===== config.mk =====
export PLATFORM = sky130hd
export DESIGN_NAME = img_pixel_streamer
export DESIGN_NICKNAME = d
export VERILOG_FILES = /design/src/rtl/mnist_pkg.sv /design/src/rtl/frame_ram.sv /design/src/rtl/img_pixel_streamer.sv
export SDC_FILE = /design/constraint.sdc
export NUM_CORES = 2
export LEC_CHECK = 0
export ABC_CLOCK_PERIOD_IN_PS = 35100
export CORE_ASPECT_RATIO = 1.5
export CORE_MARGIN = 8
export CORE_UTILIZATION = 35
export DETAILED_ROUTE_END_ITERATION = 10
export GPL_ROUTABILITY_DRIVEN = 0
export PLACE_DENSITY = 0.56
export SYNTH_ARGS = -nofsm -noshare
export SYNTH_HDL_FRONTEND = slang
export SYNTH_HIERARCHICAL = 1
export SYNTH_SLANG_ARGS = --single-unit

===== constraint.sdc =====
create_clock -name clk -period 35.1 [get_ports clk]
set_input_delay 7.02 -clock clk [delete_from_list [all_inputs] [get_ports clk]]
set_output_delay 7.02 -clock clk [all_outputs]
set_load 0.01 [all_outputs]

===== src/rtl/mnist_pkg.sv =====
// Shared image geometry and streamer state encoding for the MNIST front end.
package mnist_pkg;

    localparam int unsigned IMG_WIDTH  = 28;
    localparam int unsigned IMG_HEIGHT = 28;
    localparam int unsigned IMG_X_W    = $clog2(IMG_WIDTH);
    localparam int unsigned IMG_Y_W    = $clog2(IMG_HEIGHT);

    typedef enum logic {
        IDLE   = 1'b0,
        STREAM = 1'b1
    } stream_state_e;

endpackage


===== src/rtl/frame_ram.sv =====
// Binary frame store: synchronous row write, combinational single-bit read, async clear.
module frame_ram #(
    parameter int unsigned WIDTH  = mnist_pkg::IMG_WIDTH,
    parameter int unsigned HEIGHT = mnist_pkg::IMG_HEIGHT
) (
    input  logic                      clk,
    input  logic                      rst,
    input  logic                      wr_en,
    input  logic [$clog2(HEIGHT)-1:0] wr_row,
    input  logic [WIDTH-1:0]          wr_data,
    input  logic [$clog2(WIDTH)-1:0]  rd_x,
    input  logic [$clog2(HEIGHT)-1:0] rd_y,
    output logic                      rd_bit_c
);

    logic [WIDTH-1:0] mem [HEIGHT];

    always_ff @(posedge clk or posedge rst) begin
        if (rst) begin
            for (int r = 0; r < int'(HEIGHT); r++) begin
                mem[r] <= '0;
            end
        end else if (wr_en) begin
            mem[wr_row] <= wr_data;
        end
    end

    assign rd_bit_c = mem[rd_y][rd_x];

endmodule


===== src/rtl/img_pixel_streamer.sv =====
// Streams a stored binary frame as a gap-free raster of 1-bit pixels with frame markers.
module img_pixel_streamer
    import mnist_pkg::*;
#(
    parameter int unsigned WIDTH  = IMG_WIDTH,
    parameter int unsigned HEIGHT = IMG_HEIGHT
) (
    input  logic                      clk,
    input  logic                      rst,
    input  logic                      wr_en,
    input  logic [$clog2(HEIGHT)-1:0] wr_row,
    input  logic [WIDTH-1:0]          wr_data,
    output logic                      wr_err,
    input  logic                      start,
    output logic                      busy,
    output logic                      pixel_out,
    output logic                      pixel_valid,
    output logic                      sof,
    output logic                      eol,
    output logic                      eof,
    output logic                      done
);

    localparam int unsigned XW = $clog2(WIDTH);
    localparam int unsigned YW = $clog2(HEIGHT);

    stream_state_e state, state_d;
    logic [XW-1:0] x, x_d;
    logic [YW-1:0] y, y_d;
    logic          frame_d, sof_d, eol_d, eof_d, done_d, pix_d, wr_err_d;
    logic          wr_ok, rd_bit_c;

    assign wr_ok = (state == IDLE) && wr_en && (32'(wr_row) < HEIGHT);

    frame_ram #(
        .WIDTH  (WIDTH),
        .HEIGHT (HEIGHT)
    ) u_frame_ram (
        .clk      (clk),
        .rst      (rst),
        .wr_en    (wr_ok),
        .wr_row   (wr_row),
        .wr_data  (wr_data),
        .rd_x     (x_d),
        .rd_y     (y_d),
        .rd_bit_c (rd_bit_c)
    );

    // Next state, next coordinate and the registered output values that go with it.
    always_comb begin
        state_d  = state;
        x_d      = x;
        y_d      = y;
        frame_d  = 1'b0;
        sof_d    = 1'b0;
        done_d   = 1'b0;
        wr_err_d = wr_en && !wr_ok;
        case (state)
            IDLE: begin
                if (start) begin
                    state_d = STREAM;
                    x_d     = '0;
                    y_d     = '0;
                    frame_d = 1'b1;
                    sof_d   = 1'b1;
                end
            end
            STREAM: begin
                if (eof) begin
                    x_d    = '0;
                    y_d    = '0;
                    done_d = 1'b1;
                    if (start) begin
                        frame_d = 1'b1;
                        sof_d   = 1'b1;
                    end else begin
                        state_d = IDLE;
                    end
                end else begin
                    frame_d = 1'b1;
                    if (x == XW'(WIDTH - 1)) begin
                        x_d = '0;
                        y_d = y + 1'b1;
                    end else begin
                        x_d = x + 1'b1;
                    end
                end
            end
            default: state_d = IDLE;
        endcase
        eol_d = frame_d && (x_d == XW'(WIDTH - 1));
        eof_d = eol_d && (y_d == YW'(HEIGHT - 1));
        // A row written on the start edge must already be visible in the first pixel.
        if (wr_ok && (wr_row == y_d)) begin
            pix_d = frame_d && wr_data[x_d];
        end else begin
            pix_d = frame_d && rd_bit_c;
        end
    end

    always_ff @(posedge clk or posedge rst) begin
        if (rst) begin
            state       <= IDLE;
            x           <= '0;
            y           <= '0;
            busy        <= 1'b0;
            pixel_valid <= 1'b0;
            pixel_out   <= 1'b0;
            sof         <= 1'b0;
            eol         <= 1'b0;
            eof         <= 1'b0;
            done        <= 1'b0;
            wr_err      <= 1'b0;
        end else begin
            state       <= state_d;
            x           <= x_d;
            y           <= y_d;
            busy        <= frame_d;
            pixel_valid <= frame_d;
            pixel_out   <= pix_d;
            sof         <= sof_d;
            eol         <= eol_d;
            eof         <= eof_d;
            done        <= done_d;
            wr_err      <= wr_err_d;
        end
    end

endmodule


==> results.tsv <==
stage	metric	value	unit
outcome	status	complete, no violations	
worst_setup_path	cp-start-kind	input pin	
routing	firstDrtPassIters	5	
clocking	cts_hold_buffers	0	
sta	whs	0.497	ns
floorplanning	initial_core_util	35.2	%
finish	layout-drive-gt1-share	44.2	%
power_and_ir_drop	irDropWorstVdd	53.0	uV
global_routing	antenna_found_initial	10	
yosys	yosysTopAreaCell	dfrtp_1	
routing	drt-total-wl	111	mm
yosys	synth_cell_types	76	
worst_setup_path	crit_top_cell	buf_4	
sta	relSlewSlack	19.5	%
routing	drc	0	
sta	hold_viol	0	
floorplanning	die-width	283	um
placed_design	placed_area	39300	um2
power_and_ir_drop	p_leak	19.7	nW
floorplanning	rows	147	
worst_setup_path	rr_worst_depth	17	
worst_setup_path	endpoint_kind	flip-flop	
min_path	hold_class	flip-flop to flip-flop	
worst_setup_path	worstPathArrival	13.16	ns
yosys	synthCells	2580	
clocking	clk_pin_slew	0.06	ns
worst_setup_path	path_cells	clkdlybuf4s50_1, nor2_1, nand2_1, nand2_4, buf_4, buf_4, mux4_1, mux2_2, a22o_1, nor3_2, a31oi_1, a211oi_1, nor4b_1, o311a_1, inv_1, a21boi_0, o21a_1	
sta	fin_setup_tns	0	ns
finish	nFillCells	9885	
sta	finalClockSkew	0.0256	ns
yosys	synth_edf_count	0	
yosys	synth.area.top_cells	dfrtp_1, mux2_2, mux4_2	
floorplanning	core	107000	um2
clocking	cts_tree	done	
clocking	cts_resized	0	
routing	ant_nets	0	
worst_setup_path	slowest_delay	0.82	ns
yosys	syn_area_per_cell	14.6	um2
global_routing	grt_use_total	18.6	%
yosys	synth_top_area_share	53.4	%
flow_run	maxCapViolations	0	
sta	setup_violations	0	
finish	final_common_cell	dfrtp_1	
sta	slew_violations	0	
sta	rsz0062_at_grt	no	
floorplanning	die_h	417	um
global_routing	grt_start_max_net_pins	105	
clocking	cts_made_buffers	78	
yosys	syn-cell-area	37500	um2
min_path	min_path_cells	1	
worst_setup_path	slowest_stage	buf_4	
routing	avgRoutedWirePerCell	27.6	um
finish	nets	2583	
sta	worst_slew_pin_slew	1.20	ns
clocking	htreeDepth	3	
global_routing	grt_overflow	0	
routing	num_vias	22400	
yosys	ys_ff_latch	801	
sta	fin_crit	12.62	ns
yosys	yosysWarnings	6	
finish	layout_common_cells	dfrtp_1, mux2_2, mux2i_1, mux4_2, clkbuf_16	
power_and_ir_drop	power_density	55.1	nW/um2
routing	vias_per_cell	5.58	
floorplanning	dieArea	118000	um2
yosys	ys.flop_type	dfrtp_1	
clocking	cts_root_buffer	clkbuf_16	
clocking	post-cts-setup-buffers	0	
finish	syn2layout_area_growth	11.4	%
worst_setup_path	path_class	input pin to flip-flop	
global_routing	grt_pass1_wl	166	mm
finish	finalInstanceArea	41800	um2
sta	fmax	0.0793	GHz
worst_setup_path	cp.required	35.65	ns
clocking	cts.sinks	801	
clocking	insertion_delay	0.65	ns
sta	finalCritPeriodShare	35.9	%
placed_design	numPortBuffers	44	
worst_setup_path	cp_max_fo	54	
routing	drt-initial-drc-count	1453	
floorplanning	io_pins	45	
global_routing	grt_pass1_vias	24600	
yosys	synth-async-reset-ratio	100	%
yosys	yosysSeqAreaShare	53.4	%
placed_design	dp_hpwl	66.7	mm
yosys	syn_nets	2619	
clocking	clock_path_buffers	3	
power by group:
group	internal [mW]	switching [mW]	leakage [nW]	total, mW
Combinational	0.178	0.326	7.26	0.504
Sequential	0.939	0.0122	11.1	0.951
Clock	0.488	0.364	1.27	0.852
Total	1.60	0.702	19.7	2.31
registers in the layout, indices dropped and copies added (netlist names):
| register | count |
|---|---|
| state | 1 |
| wr_err | 1 |
| x | 5 |
| eol | 1 |
| y | 5 |
| u_frame_ram/mem | 784 |
| eof | 1 |
| pixel_out | 1 |
| sof | 1 |
| done | 1 |
cell type report:
| class | count | area, um2 | share of cell area, % |
|---|---|---|---|
| well taps | 1415 | 1770 | 4.23 |
| clock inverters | 28 | 288 | 0.688 |
| clock buffers | 108 | 2270 | 5.42 |
| inverters | 14 | 60.1 | 0.144 |
| flip-flops and latches | 801 | 20000 | 47.9 |
| repair buffers | 122 | 1040 | 2.48 |
| diodes | 8 | 20.0 | 0.0479 |
| multi-input cells | 1527 | 16300 | 39.1 |
cell usage after synthesis (6+ instances only):
master and instances:
a22oi_1 26, buf_6 21, mux4_2 105, o221ai_1 21, buf_4 20, mux4_1 17, nor3b_1 6, nand4_1 6
a221oi_1 15, nor2_1 31, dfrtp_1 801, o211ai_1 7, nand3b_1 10, a211oi_1 17, a31oi_1 8, o22ai_1 23
buf_2 26, mux2i_1 170, clkbuf_1 130, inv_1 13, nand2_1 93, o21ai_0 22, nor2b_1 12, nor3_1 7
a21oi_1 37, nand3_1 17, buf_1 32, mux2_2 790
metal layers:
layer / vias up / track usage [%] / routed length, um
met3: 209 / 2.64 / 4430
met2: 512 / 32.8 / 56900
met5: - / 0 / 0
met4: 0 / 8.56 / 5000
li1: 9501 / - / -
met1: 12200 / 22.5 / 44700
worst paths after layout:
kind | slack [ns] | endpoint | start
worst max-delay path | 22.49 | pixel_out | start
worst min-delay path | 0.50 | u_frame_ram/mem[635] | u_frame_ram/mem[635]
worst max register to register | 28.60 | pixel_out | x[0]
worst min register to register | 0.50 | u_frame_ram/mem[635] | u_frame_ram/mem[635]
max in group asynchronous | 24.45 | u_frame_ram/mem[672] | rst
min in group asynchronous | 6.94 | u_frame_ram/mem[193] | rst
stage by stage:
step                      cells  util [%]  power (mW)  worst slack, ns
after detailed placement   3879      36.8        1.47            21.81
after floorplan            2580         -        1.34             6.07
after CTS                  4015      39.2        2.33            22.52
final                      4023      39.2        2.31            22.49
after global placement     3879      36.8        1.47            21.85
after global routing       4020      39.2        2.39            22.20
critical path: cells and delay by family:
family,cells,cell delay [ns]
mux,2,0.68
buf+inv,4,2.29
compound gates,6,1.19
simple gates,5,1.83
kinds of logic (layout without fill, tap and decap cells):
logic type / after synthesis / after routing / synth area share, %
mux: 1083 / 1083 / 35.8
flops: 801 / 801 / 53.4
buf+inv: 252 / 272 / 3.51
compound gates: 224 / 224 / 4.37
simple gates: 215 / 215 / 2.85
xor+xnor: 3 / 3 / 0.0700
fa+ha+maj: 2 / 2 / 0.0666
other cells: 0 / 8 / 0
Power figures use the tool's default switching activity.
